File: config.mk
export PLATFORM = sky130hd
export DESIGN_NAME = contador_programa
export DESIGN_NICKNAME = d
export VERILOG_FILES = /design/src/rtl/contador_programa_pkg.sv /design/src/rtl/contador_programa_tabela.sv /design/src/rtl/contador_programa.sv
export SDC_FILE = /design/constraint.sdc
export NUM_CORES = 1
export LEC_CHECK = 0
export BUFFER_PORTS_ARGS = -buffer_cell sky130_fd_sc_hd__buf_4
export CORE_ASPECT_RATIO = 1.4
export CORE_UTILIZATION = 57
export CTS_CLUSTER_SIZE = 25
export DETAILED_ROUTE_END_ITERATION = 8
export PLACE_DENSITY_LB_ADDON = 0.05
export SLEW_MARGIN = 20
export SYNTH_ARGS = -nofsm -noshare
export SYNTH_HDL_FRONTEND = slang
export SYNTH_SLANG_ARGS = --single-unit
File: constraint.sdc
create_clock -name clock -period 2.2 [get_ports clock]
set_input_delay 0.44 -clock clock [delete_from_list [all_inputs] [get_ports clock]]
set_output_delay 0.44 -clock clock [all_outputs]
set_load 0.02 [all_outputs]
File: src/rtl/contador_programa_pkg.sv
// contador_programa_pkg
//   Shared definitions for the program-counter / process-context unit:
//   the controle_pc command encodings and the unit's state enum.
package contador_programa_pkg;

  // controle_pc commands issued by the control unit
  localparam logic [2:0] PC_INCR   = 3'b000;
  localparam logic [2:0] PC_SALTO  = 3'b001;
  localparam logic [2:0] PC_DESVIO = 3'b010;
  localparam logic [2:0] PC_PARA   = 3'b011;
  localparam logic [2:0] PC_HD     = 3'b100;
  localparam logic [2:0] PC_TROCA  = 3'b101;

  typedef enum logic [2:0] {
    EXEC,
    SALVA,
    RESTAURA,
    CARREGA_HD,
    PARADO
  } estado_t;

endpackage

File: src/rtl/contador_programa_tabela.sv
// tabela_contexto
//   Per-process saved-PC register file: NUM_PROC entries of PC_WIDTH bits,
//   one synchronous write port, one asynchronous read port, all entries
//   cleared by the asynchronous reset.
// Ports:
//   clock, reset      : clock (rising edge) and async active-high reset
//   we, waddr, wdata  : write enable, entry index, value to store
//   raddr, rdata      : combinational read of entry raddr
module tabela_contexto #(
  parameter int PC_WIDTH   = 10,
  parameter int NUM_PROC   = 4,
  parameter int PROC_WIDTH = $clog2(NUM_PROC)
) (
  input  logic                  clock,
  input  logic                  reset,
  input  logic                  we,
  input  logic [PROC_WIDTH-1:0] waddr,
  input  logic [PC_WIDTH-1:0]   wdata,
  input  logic [PROC_WIDTH-1:0] raddr,
  output logic [PC_WIDTH-1:0]   rdata
);

  logic [PC_WIDTH-1:0] mem [NUM_PROC];

  always_ff @(posedge clock or posedge reset) begin
    if (reset) begin
      for (int i = 0; i < NUM_PROC; i++) mem[i] <= '0;
    end else if (we) begin
      mem[waddr] <= wdata;
    end
  end

  assign rdata = mem[raddr];

endmodule

File: src/rtl/contador_programa.sv
// contador_programa
//   Program counter and process-context sequencer. Decodes controle_pc each
//   instruction cycle (habilita) and handles increment, jump, branch, halt,
//   HD program load and two-cycle context switches through tabela_contexto.
//   Optional time-slice preemption is compiled in with the macro
//   CONTADOR_PROGRAMA_PREEMPCAO_EN (default build: switches only on 101).
// Ports:
//   clock, reset     : clock (rising edge), async active-high reset
//   habilita         : instruction-cycle strobe
//   controle_pc      : command from the control unit
//   destino          : jump/branch target
//   flag_branch      : branch-taken result from the ULA
//   proc_novo        : target process for an explicit switch
//   hd_pronto        : HD transfer complete
//   pc               : current PC (registered)
//   processo_atual   : running process id
//   ocupado          : stalled (switch or HD load in progress)
//   parado           : halted
module contador_programa
  import contador_programa_pkg::*;
#(
  parameter int PC_WIDTH   = 10,
  parameter int NUM_PROC   = 4,
  parameter int PROC_WIDTH = $clog2(NUM_PROC),
  parameter int QUANTUM    = 16
) (
  input  logic                  clock,
  input  logic                  reset,
  input  logic                  habilita,
  input  logic [2:0]            controle_pc,
  input  logic [PC_WIDTH-1:0]   destino,
  input  logic                  flag_branch,
  input  logic [PROC_WIDTH-1:0] proc_novo,
  input  logic                  hd_pronto,
  output logic [PC_WIDTH-1:0]   pc,
  output logic [PROC_WIDTH-1:0] processo_atual,
  output logic                  ocupado,
  output logic                  parado
);

  if (QUANTUM < 1 || NUM_PROC < 2 || NUM_PROC > 16) begin : g_param_invalido
    $error("contador_programa: invalid QUANTUM or NUM_PROC");
  end

  estado_t               estado;
  logic [PROC_WIDTH-1:0] proc_alvo;
  logic [PC_WIDTH-1:0]   pc_mais_um;
  logic [PC_WIDTH-1:0]   tabela_rd;
  logic                  tabela_we;
  logic                  executa;
  logic                  eh_sequencial;
  logic                  preempta;

  assign pc_mais_um = pc + PC_WIDTH'(1);
  // The saved value is pc+1 so the preempted/switched process resumes after
  // the instruction that triggered the switch.
  assign tabela_we  = (estado == SALVA);
  assign executa    = (estado == EXEC) && habilita;
  // Plain sequential instructions (000, 110, 111) are the only ones a
  // quantum expiry may replace with an automatic switch.
  assign eh_sequencial = !(controle_pc inside {PC_SALTO, PC_DESVIO, PC_PARA,
                                               PC_HD, PC_TROCA});

  tabela_contexto #(
    .PC_WIDTH  (PC_WIDTH),
    .NUM_PROC  (NUM_PROC),
    .PROC_WIDTH(PROC_WIDTH)
  ) u_tabela (
    .clock(clock),
    .reset(reset),
    .we   (tabela_we),
    .waddr(processo_atual),
    .wdata(pc_mais_um),
    .raddr(proc_alvo),
    .rdata(tabela_rd)
  );

`ifdef CONTADOR_PROGRAMA_PREEMPCAO_EN
  localparam int QW = (QUANTUM > 1) ? $clog2(QUANTUM) : 1;

  logic [QW-1:0] quantum_cnt;
  logic          expira;

  assign expira   = (quantum_cnt == QW'(QUANTUM - 1));
  assign preempta = executa && expira && eh_sequencial;

  // The counter saturates at QUANTUM-1 so an expiry that lands on a
  // jump/branch/halt/HD command is deferred to the next executed instruction.
  always_ff @(posedge clock or posedge reset) begin
    if (reset) begin
      quantum_cnt <= '0;
    end else if (estado == RESTAURA) begin
      quantum_cnt <= '0;
    end else if (executa) begin
      if (preempta || controle_pc == PC_TROCA) quantum_cnt <= '0;
      else if (!expira)                        quantum_cnt <= quantum_cnt + QW'(1);
    end
  end
`else
  assign preempta = 1'b0;
`endif

  always_ff @(posedge clock or posedge reset) begin
    if (reset) begin
      pc             <= '0;
      processo_atual <= '0;
      proc_alvo      <= '0;
      estado         <= EXEC;
      ocupado        <= 1'b0;
      parado         <= 1'b0;
    end else begin
      case (estado)
        EXEC: begin
          if (habilita) begin
            if (preempta) begin
              // pc held: SALVA stores pc+1 as the resume point
              proc_alvo <= processo_atual + PROC_WIDTH'(1);
              estado    <= SALVA;
              ocupado   <= 1'b1;
            end else begin
              case (controle_pc)
                PC_SALTO:  pc <= destino;
                PC_DESVIO: pc <= flag_branch ? destino : pc_mais_um;
                PC_PARA: begin
                  estado <= PARADO;
                  parado <= 1'b1;
                end
                PC_HD: begin
                  estado  <= CARREGA_HD;
                  ocupado <= 1'b1;
                end
                PC_TROCA: begin
                  proc_alvo <= proc_novo;
                  estado    <= SALVA;
                  ocupado   <= 1'b1;
                end
                default:   pc <= pc_mais_um;
              endcase
            end
          end
        end
        SALVA: estado <= RESTAURA;
        RESTAURA: begin
          // table write from SALVA is already visible, so a switch to the
          // same process resumes at pc+1
          pc             <= tabela_rd;
          processo_atual <= proc_alvo;
          estado         <= EXEC;
          ocupado        <= 1'b0;
        end
        CARREGA_HD: begin
          if (hd_pronto) begin
            pc      <= '0;
            estado  <= EXEC;
            ocupado <= 1'b0;
          end
        end
        PARADO: ;
        default: estado <= EXEC;
      endcase
    end
  end

endmodule

==> qor.tcl <==
set qor(postRouteAntennaNets) 0
set qor(cts_post_setup_buffers_inserted) 0
set qor(number_of_enable_flip_flop_cells_after_synthesis) 0
set qor(slew_headroom) 0.625
set qor(hold_path_class) {primary input to asynchronous set/reset pin}
set qor(final_common_cell) {sky130_fd_sc_hd__dfrtp_1}
set qor(first_pass_grt_wire_length_mm) 9.65
set qor(post_dp_cell_area_mm2) 0.00319
set qor(synthCells) 269
set qor(hold_violations) 0
set qor(worst_skew_pair.late_latency_ns) 0.34
set qor(fin_area_mm2) 0.00339
set qor(wl_per_cell_um) 15.6
set qor(routed-via-count) 2108
set qor(drc_marker_count_from_the_first_detailed_route_iteration) 137
set qor(critical_path_arrival_ns) 2.04
set qor(critPathRequiredTime_ns) 2.42
set qor(layout_common_cells) {sky130_fd_sc_hd__dfrtp_1, sky130_fd_sc_hd__nand2_1, sky130_fd_sc_hd__buf_4}
set qor(vias_per_cell) 5.53
set qor(report.final.setup_viol) 0
set qor(track_usage) 0.259
set qor(total_leakage_power_nw) 1.51
set qor(clk_transition_reported_paths_ns) 0.07
set qor(final-instance-count-excl-fill) 381
set qor(via_count_of_the_first_global_routing_pass) 2046
set qor(post_route_cells_drive_above_1_share) 0.274
set qor(element_type_at_the_critical_path_start) {flop}
set qor(standard_cell_rows) 30
set qor(timing.final.crit_share) 0.823
set qor(unrepaired_setup_endpoints_after_global_routing) {no}
set qor(gpl.final_weighted_congestion) 0.819
set qor(synth.ff_latch_count) 59
set qor(port_buffers) 33
set qor(worstSetupPathType) {flop to flop}
set qor(setup_tns_ns) 0
set qor(clock_tree_from_tritoncts) {done}
set qor(synthToLayoutAreaGrowth_pct) 19.6
set qor(synth.lib_cells_used.distinct) 42
set qor(clock-sinks) 59
set qor(floorplan.die.height_um) 85.5
set qor(ctsHoldBuffers) 0
set qor(num-nets-final) 333
set qor(pre_cts_ws_ns) 0.387
set qor(grt_overflow) 0
set qor(postSynthNetCount) 290
set qor(synth_warnings) 0
set qor(max_slew.worst_pin.slew_ns) 0.562
set qor(ioPinCount) 34
set qor(critical-path-slowest-cell) {sky130_fd_sc_hd__dfrtp_1}
set qor(maxCapViolations) 0
set qor(postSynth.topFlopCell) {sky130_fd_sc_hd__dfrtp_1}
set qor(cp_cell_sequence) {ha_1 -> nand4_1 -> xor2_1 -> a21oi_1 -> o22a_1}
set qor(max_stage_delay_on_crit_path_ns) 0.56
set qor(max_clock_freq_ghz) 0.552
set qor(final-max-slew-violation-count) 0
set qor(maximum_number_of_pins_on_one_net_before_global_route_repair) 41
set qor(yosysSeqAreaShare) 0.521
set qor(design.die.area_mm2) 0.00526
set qor(cts_max_level) 3
set qor(cts_resized) 0
set qor(result_of_the_run) {finished, final reports clean}
set qor(ys_async_sr_fraction) 1.00
set qor(cts_inserted_buffers) 9
set qor(vdd.ir_drop.worst_mv) 0.817
set qor(core_area_mm2) 0.00480
set qor(number_of_antenna_violations_at_the_first_check_in_global_routing) 0
set qor(worst_clock_skew_ns) 0.00485
set qor(p_per_area_mw_per_mm2) 1390
set qor(firstDrtPassIters) 4
set qor(clk_root_buffer_cell) {sky130_fd_sc_hd__clkbuf_8}
set qor(start_util) 0.590
set qor(timing.final.ws_setup_ns) 0.390
set qor(detail_route.drc_violations) 0
set qor(mapped_cell_area_mm2) 0.00284
set qor(detailed_place_hpwl_mm) 4.16
set qor(post-place-cells) 365
set qor(antenna_cells_inserted) 0
set qor(critical_path.endpoint_type) {flop}
set qor(drt-total-wl_mm) 5.96
set qor(fp.dieW_um) 61.6
set qor(clock_tree.buffer_depth) 2
set qor(critical_path.max_fanout) 11
set qor(finalWorstPathRequiredPeriod_ns) 1.81
set qor(avgSynthCellArea_um2) 10.5
[synth_stat cells, types with 2 or more instances]
library cell / count / area [µm²]
sky130_fd_sc_hd__mux4_2: 10 / 225
sky130_fd_sc_hd__o21ai_1: 4 / 20.0
sky130_fd_sc_hd__buf_6: 3 / 33.8
sky130_fd_sc_hd__inv_1: 4 / 15.0
sky130_fd_sc_hd__o22a_1: 4 / 35.0
sky130_fd_sc_hd__o21ai_0: 33 / 165
sky130_fd_sc_hd__nor2_1: 19 / 71.3
sky130_fd_sc_hd__a21oi_2: 2 / 17.5
sky130_fd_sc_hd__o211ai_1: 3 / 22.5
sky130_fd_sc_hd__nand3_1: 4 / 20.0
sky130_fd_sc_hd__nand2b_1: 2 / 12.5
sky130_fd_sc_hd__clkbuf_1: 3 / 11.3
sky130_fd_sc_hd__buf_2: 7 / 35.0
sky130_fd_sc_hd__a31o_2: 2 / 17.5
sky130_fd_sc_hd__nand4_1: 3 / 18.8
sky130_fd_sc_hd__a31oi_1: 5 / 31.3
sky130_fd_sc_hd__xor2_1: 6 / 52.6
sky130_fd_sc_hd__dfrtp_1: 59 / 1480
sky130_fd_sc_hd__nand2_2: 2 / 12.5
sky130_fd_sc_hd__mux2_2: 9 / 101
sky130_fd_sc_hd__nor3_1: 2 / 10.0
sky130_fd_sc_hd__xnor2_1: 2 / 17.5
sky130_fd_sc_hd__a21oi_1: 12 / 60.1
sky130_fd_sc_hd__nand2_1: 51 / 191
[worst paths after layout]
path,startpoint,end,slack (ns),cells after the start
worst max-delay path,pc[0],pc[8],0.39,5
worst min register to register,ocupado,ocupado,0.47,2
worst max register to register,pc[0],pc[8],0.39,5
worst min-delay path,reset,pc[6],0.11,2
min in group clock,controle_pc[0],estado[1],0.32,2
max in group asynchronous,reset,u_tabela.mem[13],1.54,3
[metal layers]
layer | routed length [µm] | GRT usage | part of all wire | up-vias
met5 | 0 | 0 | 0 | -
met4 | 112 | 0.135 | 0.019 | 0
met3 | 246 | 0.0366 | 0.041 | 10
met2 | 2920 | 0.387 | 0.49 | 57
met1 | 2680 | 0.363 | 0.45 | 996
li1 | - | - | - | 1045
[report_power, final]
group          leakage [nW]  switching, mW  internal, mW
registers             0.738          0.435          1.53
clock network         0.104          0.407         0.618
logic                 0.667          0.853         0.873
total                  1.51           1.69          3.02
[area by class of cell]
| type | instances | area [µm²] |
|---|---|---|
| clock buffer | 15 | 176 |
| clock inverter | 1 | 30.0 |
| fill | 396 | 1410 |
| inverter | 4 | 15.0 |
| multi-input combinational | 193 | 1260 |
| sequential | 59 | 1480 |
| tap | 64 | 80.1 |
| timing repair buffer | 45 | 350 |
[worst max-delay path: cells and delay by family, from the launching register on]
family	cells	cell delay, ns
adders and majority gates	1	0.30
AOI/OAI and AO/OA	2	0.32
xor gates and xnor gates	1	0.38
and+or+nand+nor	1	0.14
DFF	1	0.56
[registers in the layout, summed over array words and instances (netlist names)]
register	cells
processo_atual	2
proc_alvo	2
ocupado	1
parado	1
u_tabela.mem	40
estado	3
pc	10
[cell families (layout without fill, tap and decap cells)]
kind of cell               after synthesis  in the layout  synth area share
AOI/OAI and AO/OA                       69             69             0.142
DFF                                     59             59             0.521
xor gates and xnor gates                 8              8            0.0247
adders and majority gates                1              1           0.00441
and+or+nand+nor                         95             95             0.156
muxes                                   20             20             0.119
buffers and inverters                   17             65            0.0335
[metrics by stage]
step	utilization	hold slack (ns)	power, mW
floorplan	-	0.444	3.09
global placement	0.663	0.453	3.64
detailed placement	0.663	0.463	3.70
CTS	0.706	0.113	4.74
global route	0.706	0.141	5.04
finish	0.706	0.107	4.72
No activity file was read; power rests on OpenSTA's default activity.
